===== src/rtl/btn_debounce_rst_if.sv =====
// Button conditioner bus: raw button in, conditioned level, pulses and reset out.
// o_long exists only when BTN_LONGPRESS_EN is defined.
interface btn_debounce_rst_if;
  logic i_button;
  logic o_level;
  logic o_press;
  logic o_release;
  logic o_rst;
`ifdef BTN_LONGPRESS_EN
  logic o_long;
`endif

  // Conditioner side
  modport slave (
    input  i_button,
`ifdef BTN_LONGPRESS_EN
    output o_long,
`endif
    output o_level,
    output o_press,
    output o_release,
    output o_rst
  );

  // Button source / consumer side
  modport master (
    output i_button,
`ifdef BTN_LONGPRESS_EN
    input  o_long,
`endif
    input  o_level,
    input  o_press,
    input  o_release,
    input  o_rst
  );
endinterface


===== src/rtl/btn_debounce_rst.sv =====
// Push-button conditioner: 2-flop synchroniser, stability-counter debounce,
// press/release pulses and a stretched reset for the LED cycle stages.
// Optional macro BTN_LONGPRESS_EN adds a one-shot long-press pulse (o_long).
module btn_debounce_rst #(
  parameter int unsigned P_DEBOUNCE_CYCLES = 240000,
  parameter int unsigned P_RST_STRETCH     = 16
`ifdef BTN_LONGPRESS_EN
  ,
  parameter int unsigned P_LONG_CYCLES     = 24000000
`endif
) (
  input  logic                i_clk,
  input  logic                i_rst,
  btn_debounce_rst_if.slave   bus
);

  localparam int unsigned W_DB = $clog2(P_DEBOUNCE_CYCLES + 1);
  localparam int unsigned W_ST = $clog2(P_RST_STRETCH + 1);
  localparam logic [W_DB-1:0] C_DB_LAST = W_DB'(P_DEBOUNCE_CYCLES - 1);
  localparam logic [W_ST-1:0] C_ST_LOAD = W_ST'(P_RST_STRETCH);

  logic            r_s1;
  logic            r_s2;
  logic [W_DB-1:0] r_db_cnt;
  logic            r_level;
  logic            r_press;
  logic            r_release;
  logic [W_ST-1:0] r_st_cnt;
  logic            r_rst;

  logic [W_DB-1:0] w_db_cnt_nxt;
  logic            w_toggle;
  logic            w_level_nxt;
  logic            w_cause;
  logic [W_ST-1:0] w_st_cnt_nxt;
  logic            w_rst_nxt;

  // Debounce next-state: count while the synchronised input disagrees, toggle on the last count
  always_comb begin
    w_toggle     = 1'b0;
    w_db_cnt_nxt = '0;
    if (r_s2 != r_level) begin
      if (r_db_cnt == C_DB_LAST) begin
        w_toggle = 1'b1;
      end else begin
        w_db_cnt_nxt = r_db_cnt + W_DB'(1);
      end
    end
    w_level_nxt = r_level ^ w_toggle;
  end

  // Stretch next-state: o_rst covers every cycle o_level is high, then P_RST_STRETCH more
  always_comb begin
    w_cause      = r_level | w_level_nxt;
    w_st_cnt_nxt = '0;
    if (w_cause) begin
      w_st_cnt_nxt = C_ST_LOAD;
    end else if (r_st_cnt != '0) begin
      w_st_cnt_nxt = r_st_cnt - W_ST'(1);
    end
    w_rst_nxt = w_cause | (w_st_cnt_nxt != '0);
  end

  // State register with synchronous reset
  always_ff @(posedge i_clk) begin
    if (i_rst) begin
      r_s1      <= 1'b0;
      r_s2      <= 1'b0;
      r_db_cnt  <= '0;
      r_level   <= 1'b0;
      r_press   <= 1'b0;
      r_release <= 1'b0;
      r_st_cnt  <= C_ST_LOAD;
      r_rst     <= 1'b1;
    end else begin
      r_s1      <= bus.i_button;
      r_s2      <= r_s1;
      r_db_cnt  <= w_db_cnt_nxt;
      r_level   <= w_level_nxt;
      r_press   <= w_toggle & ~r_level;
      r_release <= w_toggle & r_level;
      r_st_cnt  <= w_st_cnt_nxt;
      r_rst     <= w_rst_nxt;
    end
  end

  assign bus.o_level   = r_level;
  assign bus.o_press   = r_press;
  assign bus.o_release = r_release;
  assign bus.o_rst     = r_rst;

`ifdef BTN_LONGPRESS_EN
  localparam int unsigned W_LG = $clog2(P_LONG_CYCLES + 1);
  localparam logic [W_LG-1:0] C_LG_LAST = W_LG'(P_LONG_CYCLES - 1);
  localparam logic [W_LG-1:0] C_LG_SAT  = W_LG'(P_LONG_CYCLES);

  logic [W_LG-1:0] r_hold_cnt;
  logic            r_long;
  logic [W_LG-1:0] w_hold_nxt;
  logic            w_long_nxt;

  // Hold counter: parks one past the fire point so each press gives at most one pulse
  always_comb begin
    w_hold_nxt = '0;
    w_long_nxt = 1'b0;
    if (r_level) begin
      w_long_nxt = (r_hold_cnt == C_LG_LAST);
      w_hold_nxt = (r_hold_cnt == C_LG_SAT) ? r_hold_cnt : r_hold_cnt + W_LG'(1);
    end
  end

  // Long-press register with synchronous reset
  always_ff @(posedge i_clk) begin
    if (i_rst) begin
      r_hold_cnt <= '0;
      r_long     <= 1'b0;
    end else begin
      r_hold_cnt <= w_hold_nxt;
      r_long     <= w_long_nxt;
    end
  end

  assign bus.o_long = r_long;
`endif

endmodule


===== src/flat_wrapper.sv =====
// flat-port wrapper written by rule: the top's interface ports become plain ports
module btn_debounce_rst_flat 
#(
  parameter int unsigned P_DEBOUNCE_CYCLES = 240000,
  parameter int unsigned P_RST_STRETCH     = 16

)
  (i_clk, i_rst, bus_i_button, bus_o_level, bus_o_press, bus_o_release, bus_o_rst);
  btn_debounce_rst_if bus_i ();
  input  logic i_clk;
  input  logic i_rst;
  input wire logic [$bits(bus_i.i_button)-1:0] bus_i_button;
  output wire logic [$bits(bus_i.o_level)-1:0] bus_o_level;
  output wire logic [$bits(bus_i.o_press)-1:0] bus_o_press;
  output wire logic [$bits(bus_i.o_release)-1:0] bus_o_release;
  output wire logic [$bits(bus_i.o_rst)-1:0] bus_o_rst;
  assign bus_i.i_button = bus_i_button;
  assign bus_o_level = bus_i.o_level;
  assign bus_o_press = bus_i.o_press;
  assign bus_o_release = bus_i.o_release;
  assign bus_o_rst = bus_i.o_rst;
  btn_debounce_rst #(.P_DEBOUNCE_CYCLES(P_DEBOUNCE_CYCLES), .P_RST_STRETCH(P_RST_STRETCH)) u_core (.i_clk(i_clk), .i_rst(i_rst), .bus(bus_i));
endmodule

===== config.mk =====
export PLATFORM = sky130hd
export DESIGN_NAME = btn_debounce_rst_flat
export DESIGN_NICKNAME = d
export VERILOG_FILES = /design/src/rtl/btn_debounce_rst_if.sv /design/src/rtl/btn_debounce_rst.sv /design/src/flat_wrapper.sv
export SDC_FILE = /design/constraint.sdc
export NUM_CORES = 1
export LEC_CHECK = 0
export CORE_MARGIN = 4
export CORE_UTILIZATION = 50
export DETAILED_ROUTE_END_ITERATION = 8
export GPL_ROUTABILITY_DRIVEN = 1
export PLACE_DENSITY = 0.82
export SYNTH_ARGS = -nofsm -noshare
export SYNTH_HDL_FRONTEND = slang
export SYNTH_SLANG_ARGS = --single-unit

===== constraint.sdc =====
create_clock -name i_clk -period 1.96 [get_ports i_clk]
set_input_delay 0.196 -clock i_clk [delete_from_list [all_inputs] [get_ports i_clk]]
set_output_delay 0.196 -clock i_clk [all_outputs]
set_load 0.005 [all_outputs]

After elaboration in Yosys (flattened, before gate mapping)
Cells that the tools add are included.
- flip-flop bits (word level): 29
- logic and storage cells: 26
- bits of input ports: 3
- output and inout port bits: 4
- reductions and logical operators: 3
- bitwise gates (word level): 7
- mux-type cells: 4
- $add $sub $neg: 2
- equal/unequal tests: 2
- operators with widths (cell ; number):
    $add A18 B1 Y18 const B ; 1
    $eq A18 B18 Y1 const B ; 1
    $mux W5 ; 2
    $reduce_bool A5 Y1 ; 2
    $sub A5 B1 Y5 const B ; 1
    $reduce_or A3 Y1 ; 1
    $and A1 B1 Y1 ; 2
    $mux W1 ; 2
    $not A1 Y1 ; 2
    $or A1 B1 Y1 ; 2
    $ne A1 B1 Y1 ; 1
    $xor A1 B1 Y1 ; 1

Longest topological paths before layout
Gate-level depths: netlist (run 1).
- word-level depth: 8
- depth in mapped cells: 6
- depth with buffers taken out: 6

Least setup slack after synthesis (run 1)
OpenSTA, ideal clock, no wires.
- path kind: reg-to-reg
- start: register u_core.r_db_cnt[0]
- end: register u_core.r_db_cnt[11]
- path buffers: 1
- arrival: 1.759 ns
- setup slack: 0.086 ns
- library setup time: 0.115 ns
- required time: 1.845 ns
- stages on the path, launching flop included: 7
- period minus slack after synthesis: 1.874 ns
- cells stage by stage: dfxtp_1 ha_1 nand4_2 or3_2 o21ai_4 buf_8 nor2_2
- longest elaborated chain between the ends: 2
- elaborated cells between the ends (all ways): 3
- those cells by class: 1 x add/sub; 1 x eq/ne; 1 x reduce/logical
- ends and longest elaborated chain (what ; RTL line ; source):
    start: declaration ; btn_debounce_rst.sv:24 ; logic [W_DB-1:0] r_db_cnt;
    start signal: assignment ; btn_debounce_rst.sv:78 ; r_db_cnt <= w_db_cnt_nxt;
    parallel branches: the longest is 2 deep, another holds $add A18 B1 Y18 ; -- ;
Parallel ways; which one is timed is not known.
A chain may end at the register's enable or synchronous reset.

Final worst setup path (run 1)
- start: register u_core.r_db_cnt[12]
- end: register u_core.r_db_cnt[15]
Same word-level chain as after synthesis.

==> run_results.csv, run 1 <==
group,metric,value,unit
timing,fmax,535.2,MHz
yosys,syn_avg_cell_area,9.100,um2
status,outcome,"complete, no violations",
yosys,synth_top_flop_cell,"dfxtp_1",
global_routing,globalRouteOverflowTotal,0,
drt,drc,0,
die,io_pins,7,
clock_tree,post_cts.repair.setup_buffers,0,
yosys,yosysWarnings,0,
critical_path,cp-start-kind,"register",
global_routing,grt_pass1_vias,1057,
drt,vias,1041,
yosys,synth_edf_count,0,
yosys,netlist_area,0.001301,mm2
critical_path,cp.arrival,2080,ps
clock_tree,path_clk_slew,90,ps
die,die_h,59.02,um
yosys,yosysUniqueCellTypes,34,
timing,worstMarginPinSlew,401.0,ps
global_routing,antenna_found_initial,0,
timing,fin_crit_sh,0.9534,
global_routing,busiest_layer,"met2",
drt,drt_iter0_markers,18,
timing,final-hold-violation-count,0,
die,dieArea,0.003483,mm2
cells_and_area,final_nets,164,
timing,rsz0062_at_grt,"false",
drt,wl_per_cell,14.10,um
timing,min_period,1869,ps
clock_tree,clockRootBuffer,"clkbuf_4",
critical_path,reg2reg_from,"u_core.r_db_cnt[12]",
yosys,netlist_instances,143,
clock_tree,cts_tree,"built",
worst_hold_path,hold_depth,2,
critical_path,cp.required,2180,ps
timing,finalHoldWorstSlack,413.7,ps
placed_design,place_hpwl,1955,um
drt,final_antenna_net_count,0,
critical_path,crit_type,"reg2reg",
timing,fin_skew,8.232,ps
global_routing,grt_pass1_wl,4457,um
cells_and_area,layout_commonest_cell,"dfxtp_1",
critical_path,end_kind,"register",
cells_and_area,layout.cells.non_filler,190,
critical_path,r2r_slack,90,ps
worst_hold_path,min_from,"bus_i_button",
die,coreArea,0.002477,mm2
clock_tree,clkLatencyLatePin,330,ps
die,start_util,0.5253,
critical_path,cp_max_fo,15,
global_routing,met3_usage,0.05447,
timing,slew-limit-headroom,0.7306,
critical_path,r2r_end,"u_core.r_db_cnt[15]",
placed_design,place.gp.congestion,0.8128,
clock_tree,clock-sinks,29,
yosys,yosysSeqAreaShare,0.4462,
drt,wl,2679,um
power_and_ir_drop,p_per_area,831.8,mW/mm2
die,rows,18,
cells_and_area,area_growth,16.44,%
die,dieWidth,59.02,um
timing,tns,0,ps
critical_path,reg2regPathDepth,5,
clock_tree,htree_levels,2,
power_and_ir_drop,p_leak,0.0004960,uW
worst_hold_path,holdCritPathClass,"in2reg",
yosys,ys_ff_latch,29,
global_routing,grt_max_degree,16,
cells_and_area,diodes,0,
cells_and_area,drive_gt1_frac,0.2313,
power_and_ir_drop,vdd_drop_max,0.7551,mV
cells_and_area,final_cell_mix,"dfxtp_1, nand2_1, nor2_2",
job,max_cap_viol_count,0,
global_routing,grt_usage,0.1741,
placed_design,dp.cells,182,
global_routing,gr-usage-met1,0.1835,
drt,drt-vias-per-instance,5.479,
clock_tree,cts_buffers,5,
placed_design,port_buffers,6,
global_routing,met2_usage,0.2902,
timing,finalSetupViolCount,0,
clock_tree,clk_path_buf_depth,2,
timing,final_max_slew_viol_count,0,
worst_hold_path,min_to,"u_core.r_s1",
cells_and_area,fill_cells,216,
power_and_ir_drop,power,1260,uW
yosys,synth_fp_nets,148,
yosys,postSynth.asyncResetShare,0,
drt,first_pass_iters,5,
Yosys cell counts (2+ instances only):
master / number / area [um2]
or2_2: 2 / 12.51
nand2b_1: 3 / 18.77
nor2_1: 6 / 22.52
or3_1: 7 / 43.79
o21ai_0: 7 / 35.03
nor2_2: 10 / 62.56
nand3_1: 7 / 35.03
nand2_1: 10 / 37.54
inv_1: 6 / 22.52
xor2_1: 4 / 35.03
nand4_1: 3 / 18.77
ha_1: 2 / 25.02
nor2b_1: 3 / 18.77
nor3_1: 8 / 40.04
dfxtp_1: 29 / 580.6
a21oi_1: 6 / 30.03
xnor2_1: 9 / 78.83
or3_2: 2 / 15.01
nor4_1: 4 / 25.02
metrics by stage:
| stage | setup slack [ps] | util | instance area, um2 |
|---|---|---|---|
| after floorplan | 86.07 | - | 1301 |
| after global routing | 26.08 | 0.6116 | 1515 |
| after detailed placement | 73.57 | 0.5768 | 1429 |
| final | 91.42 | 0.6116 | 1515 |
| after global placement | 167.8 | 0.5768 | 1429 |
| after CTS | 39.23 | 0.6051 | 1499 |
power breakdown:
| group | internal, uW | total, uW | switching, uW |
|---|---|---|---|
| combinational | 83.2 | 171 | 87.4 |
| clock | 208 | 416 | 208 |
| sequential | 634 | 674 | 39.4 |
| total | 925 | 1260 | 335 |
per-layer routing:
metal,vias to the layer above,wire length (um)
met2,18,1382
met3,12,91
met5,-,0
li1,534,-
met4,0,89
met1,477,1116
flip-flops by register name (all words and copies together) (netlist names), named ones only:
register	cells
u_core.r_s2	1
u_core.bus.o_release	1
u_core.bus.o_rst	1
u_core.r_s1	1
u_core.r_st_cnt	5
u_core.r_db_cnt	18
u_core.bus.o_press	1
worst max path at each step:
| stage | start | end | slack [ps] | cells after the start |
|---|---|---|---|---|
| finish | u_core.r_db_cnt[12] | u_core.r_db_cnt[15] | 90 | 5 |
| global route | u_core.r_db_cnt[0] | u_core.r_db_cnt[16] | 30 | 6 |
| CTS | u_core.r_db_cnt[0] | u_core.r_db_cnt[15] | 40 | 5 |
| detailed placement | u_core.r_db_cnt[1] | u_core.r_db_cnt[15] | 70 | 6 |
| global placement | u_core.r_db_cnt[12] | u_core.r_db_cnt[12] | 170 | 5 |
| floorplan | u_core.r_db_cnt[0] | u_core.r_db_cnt[11] | 90 | 6 |
worst max-delay path: stages, from the launching register on:
cell and delay, ps:
dfxtp_1 370, or4_4 570, or3_4 420, o21ai_4 170, buf_12 170, a21oi_1 50
cell type report:
cell class | count | area [um2] | share of cell area
Tap cell | 30 | 37.54 | 0.02477
Sequential cell | 29 | 581.8 | 0.3840
Multi-Input combinational cell | 106 | 693.2 | 0.4575
Inverter | 6 | 22.52 | 0.01486
Clock inverter | 1 | 5.005 | 0.003303
Timing Repair Buffer | 11 | 110.1 | 0.07267
Clock buffer | 7 | 65.06 | 0.04294
repair_timing:
action | CTS | global route
endpoints found under the hold margin | 0 | 0
hold buffers | 0 | 0
endpoints found under the setup margin | 0 | 13
resized for setup | 0 | 4
cells by family after synthesis:
| kind of cell | count (synthesis) | synth area share |
|---|---|---|
| flip-flops | 29 | 0.4462 |
| AO/OA/AOI/OAI | 16 | 0.07404 |
| buffers and inverters | 8 | 0.03268 |
| adder cells (fa/ha/maj) | 2 | 0.01923 |
| AND/OR/NAND/NOR | 75 | 0.3404 |
| XOR/XNOR | 13 | 0.08750 |
No activity file was read; power rests on OpenSTA's default activity.
==> run 2, diff against run 1 <==
--- a/config.mk
+++ b/config.mk
@@ -7,6 +7,7 @@
 export LEC_CHECK = 0
 export CORE_MARGIN = 4
 export CORE_UTILIZATION = 50
+export CTS_BUF_LIST = sky130_fd_sc_hd__clkbuf_2
 export DETAILED_ROUTE_END_ITERATION = 8
 export GPL_ROUTABILITY_DRIVEN = 1
 export PLACE_DENSITY = 0.82
==> run 2 against run 1 <==
Compared with the run above:
- fmax is 0.35% lower
- critical path depth unchanged
- total power fell by 11%
==> run_results.csv, run 2 (synthesis results as in run 1) <==
group,metric,value,unit
status,outcome,"complete, no violations",
critical_path,r2r_slack,80,ps
placed_design,place.gp.congestion,0.8128,
cells_and_area,final_nets,164,
timing,fin_crit_sh,0.9567,
timing,final_max_slew_viol_count,0,
clock_tree,clock-sinks,29,
drt,drt-vias-per-instance,5.558,
clock_tree,htree_levels,2,
die,start_util,0.5253,
clock_tree,clockRootBuffer,"clkbuf_2",
clock_tree,cts_buffers,5,
power_and_ir_drop,p_per_area,763.0,mW/mm2
global_routing,grt_usage,0.1723,
critical_path,cp.required,2220,ps
placed_design,place_hpwl,1955,um
clock_tree,cts_tree,"built",
power_and_ir_drop,power,1125,uW
cells_and_area,layout.cells.non_filler,190,
critical_path,crit_type,"reg2reg",
critical_path,crit_path_top_delay_cell,"or4_4",
timing,worstMarginPinSlew,392.5,ps
cells_and_area,layout_commonest_cell,"dfxtp_1",
drt,final_antenna_net_count,0,
power_and_ir_drop,vdd_drop_max,0.7034,mV
timing,slew-limit-headroom,0.7363,
drt,wl,2642,um
drt,first_pass_iters,4,
critical_path,cp.arrival,2130,ps
clock_tree,clkLatencyLatePin,360,ps
cells_and_area,final_cell_mix,"dfxtp_1, nand2_1, nor2_2",
timing,final-hold-violation-count,0,
clock_tree,cts_resized,0,
worst_hold_path,holdCritPathClass,"in2reg",
die,io_pins,7,
cells_and_area,largest_register_ff_count,18,
timing,min_period,1875,ps
critical_path,cp_slowest_stage_delay,570,ps
cells_and_area,reg.largest.list,"u_core.r_db_cnt x18, u_core.r_st_cnt x5",
job,max_cap_viol_count,0,
drt,drt_iter0_markers,25,
drt,wl_per_cell,13.91,um
timing,finalSetupViolCount,0,
die,die_h,59.02,um
critical_path,crit_family,"simple AND/OR/NAND/NOR gates",
power_and_ir_drop,p_leak,0.0004762,uW
critical_path,cp_max_fo,15,
global_routing,grt_pass1_vias,1049,
critical_path,worst-path-buf-inv,1,
clock_tree,clk_path_buf_depth,2,
placed_design,dp.cells,182,
clock_tree,path_clk_slew,150,ps
timing,tns,0,ps
critical_path,cp-start-kind,"register",
cells_and_area,top_register,"u_core.r_db_cnt",
die,dieWidth,59.02,um
critical_path,end_kind,"register",
global_routing,grt_pass1_wl,4450,um
die,dieArea,0.003483,mm2
cells_and_area,diodes,0,
placed_design,port_buffers,6,
timing,fmax,533.3,MHz
placed_design,dpl_cell_area,0.001429,mm2
cells_and_area,drive_gt1_frac,0.2250,
cells_and_area,design_area,0.001475,mm2
cells_and_area,area_growth,13.37,%
global_routing,antenna_found_initial,0,
global_routing,grt_max_degree,16,
timing,fin_skew,13.35,ps
global_routing,globalRouteOverflowTotal,0,
die,rows,18,
drt,vias,1056,
critical_path,crit_chain,"or4_4 -> or3_4 -> o21ai_4 -> buf_12 -> a21oi_1",
cells_and_area,post-route-util,0.5955,
die,coreArea,0.002477,mm2
clock_tree,post_cts.repair.setup_buffers,0,
clock_tree,ctsHoldBuffers,0,
drt,drc,0,
==> run 2: worst reg2reg max path: stages (launching register included) <==
cell and delay (ps):
dfxtp_1 390, or4_4 570, or3_4 420, o21ai_4 170, buf_12 170, a21oi_1 60
==> run 2: through the flow <==
stage               hold slack (ps)  setup slack (ps)
global placement              416.9             167.8
finish                        375.6             84.79
CTS                           354.6             35.76
floorplan                     265.1             86.07
detailed placement            427.0             73.57
global route                  354.4            -3.364
==> run 2: worst paths after layout <==
kind	startpoint	to	cells past startpoint
worst max-delay path	u_core.r_db_cnt[12]	u_core.r_db_cnt[15]	5
worst min-delay path	bus_i_button	u_core.r_s1	2
worst max register to register	u_core.r_db_cnt[12]	u_core.r_db_cnt[15]	5
worst min register to register	u_core.r_s1	u_core.r_s2	1
==> run 2: cell type report <==
class / instances / area (um2)
clock buffer: 5 / 25.02
clock inverter: 3 / 12.51
fill: 230 / 1002
inverter: 6 / 22.52
multi-input combinational: 106 / 684.4
sequential: 29 / 583.1
tap: 30 / 37.54
timing repair buffer: 11 / 110.1
==> run 2: layer usage <==
metal,share of wire,vias up,global-route usage
met5,0,-,0
met3,0.035,13,0.05447
met2,0.51,18,0.2839
met1,0.42,492,0.1878
met4,0.035,0,0.1165
li1,-,533,-
==> run 2: power by group <==
part / leakage (uW) / total [uW] / switching, uW / internal, uW
Combinational: 0.000212 / 170 / 86.8 / 83.2
Sequential: 0.000236 / 673 / 38.3 / 635
Clock: 0.0000278 / 282 / 204 / 77.8
==> variant: new RTL, config.mk and constraints of run 2 <==
`P_DEBOUNCE_CYCLES` is set to 240000 in 2 places; all go to 120000.
--- a/src/rtl/btn_debounce_rst.sv
+++ b/src/rtl/btn_debounce_rst.sv
@@ -2,7 +2,7 @@
 // press/release pulses and a stretched reset for the LED cycle stages.
 // Optional macro BTN_LONGPRESS_EN adds a one-shot long-press pulse (o_long).
 module btn_debounce_rst #(
-  parameter int unsigned P_DEBOUNCE_CYCLES = 240000,
+  parameter int unsigned P_DEBOUNCE_CYCLES = 120000,
   parameter int unsigned P_RST_STRETCH     = 16
 `ifdef BTN_LONGPRESS_EN
   ,
--- a/src/flat_wrapper.sv
+++ b/src/flat_wrapper.sv
@@ -1,7 +1,7 @@
 // flat-port wrapper written by rule: the top's interface ports become plain ports
 module btn_debounce_rst_flat 
 #(
-  parameter int unsigned P_DEBOUNCE_CYCLES = 240000,
+  parameter int unsigned P_DEBOUNCE_CYCLES = 120000,
   parameter int unsigned P_RST_STRETCH     = 16
 
 )
Formal check against the unedited RTL: same outputs for any inputs over 10 cycles, from zero or initial values and one cycle with i_rst high; that may be too few to reach the edited logic, so the function may still have changed.
==> variant against run 2 <==
Sequential cell count shrank 1; first-iteration DRC count grew 16%; maximum frequency grew 3.7%; cell area shrank 8.1%; routed wire length shrank 17%; core utilization shrank 0.50 points; setup slack gained 0.067 ns; highest routed layer unchanged; cell count shrank 10%; power shrank 9.4%; critical path depth is the same; largest power group unchanged; synthesized area shrank 3.0%; non-clock buffer count shrank 4; die area shrank 2.6%.
==> variant: results (changes against run 2) <==
INFO  timing         max_freq=0.553GHz [+3.7%]
INFO  power_and_ir_drop share_of_total_power_in_the_clock_network=20.2% [-4.9 points]
INFO  synth          synth_area_leaders=dfxtp_1 (44%), xnor2_1 (7.6%), nor2_1 (7.1%)
INFO  synth          synth_compound_gate_area_share=5.35% [-2.1 points]
INFO  synth          synth.cells.most_frequent=dfxtp_1 (28), nor2_1 (24), xnor2_1 (11)
INFO  layout         nNetsFinal=149 [-9.1%]
INFO  outcome        outcome=completed
INFO  setup_path     crit_path_max_incr_delay=0.45ns [-0.12 ns]
INFO  synth          synth-adder-area-share=1.98% [+0.059 points]
INFO  timing         worst_case_clock_skew=0.0118ns [-0.00159 ns]
INFO  place          place_ws=0.192ns [+0.118 ns]
INFO  routing        wire_per_inst=12.7µm [-8.3%]
INFO  global_routing met3_use_gr=4.68% [-0.77 points]
INFO  global_routing grt_use_total=15.2% [-2.0 points]
INFO  synth          synth_sequential_area_ratio=44.4% [-0.21 points]
INFO  global_routing first_pass_grt_wire_length=3950µm [-11%]
INFO  global_routing grt_util_met1=18.0% [-0.74 points]
INFO  synth          synth.distinct_cells=30 [-12%]
INFO  setup_path     crit_path_max_fanout=16 [+1]
INFO  power_and_ir_drop leakagePower=0.425nW [-11%]
INFO  routing        initialDrtViolationCount=29 [+16%]
INFO  place          final_wtd_congestion=0.785 [-3.5%]
INFO  routing        vias_per_cell=5.49 [-1.3%]
INFO  synth          synth_xor_xnor_area_share=11.1% [+2.4 points]
INFO  global_routing grtUsageMet2=25.2% [-3.2 points]
INFO  routing        drt_wl_total=2180µm [-17%]
INFO  layout         largestRegisters=u_core.r_db_cnt (17), u_core.r_st_cnt (5)
INFO  power_and_ir_drop finalPower=1.02mW [-9.4%]
## variant: layout make-up
type | count | area, µm² | area share (%)
Multi-Input combinational cell | 98 | 652 | 48.1
Inverter | 6 | 22.5 | 1.66
Tap cell | 28 | 35.0 | 2.58
Sequential cell | 28 | 561 | 41.3
Clock inverter | 1 | 3.75 | 0.277
Clock buffer | 3 | 15.0 | 1.11
Timing Repair Buffer | 7 | 67.6 | 4.98
## variant: worst paths after layout
path	end	depth (start not counted)	from
worst max-delay path	u_core.r_db_cnt[2]$_SDFF_PP0_	5	u_core.r_db_cnt[0]$_SDFF_PP0_
worst min-delay path	u_core.r_s1$_SDFF_PP0_	2	bus_i_button
worst max register to register	u_core.r_db_cnt[2]$_SDFF_PP0_	5	u_core.r_db_cnt[0]$_SDFF_PP0_
worst min register to register	u_core.r_s2$_SDFF_PP0_	1	u_core.r_s1$_SDFF_PP0_
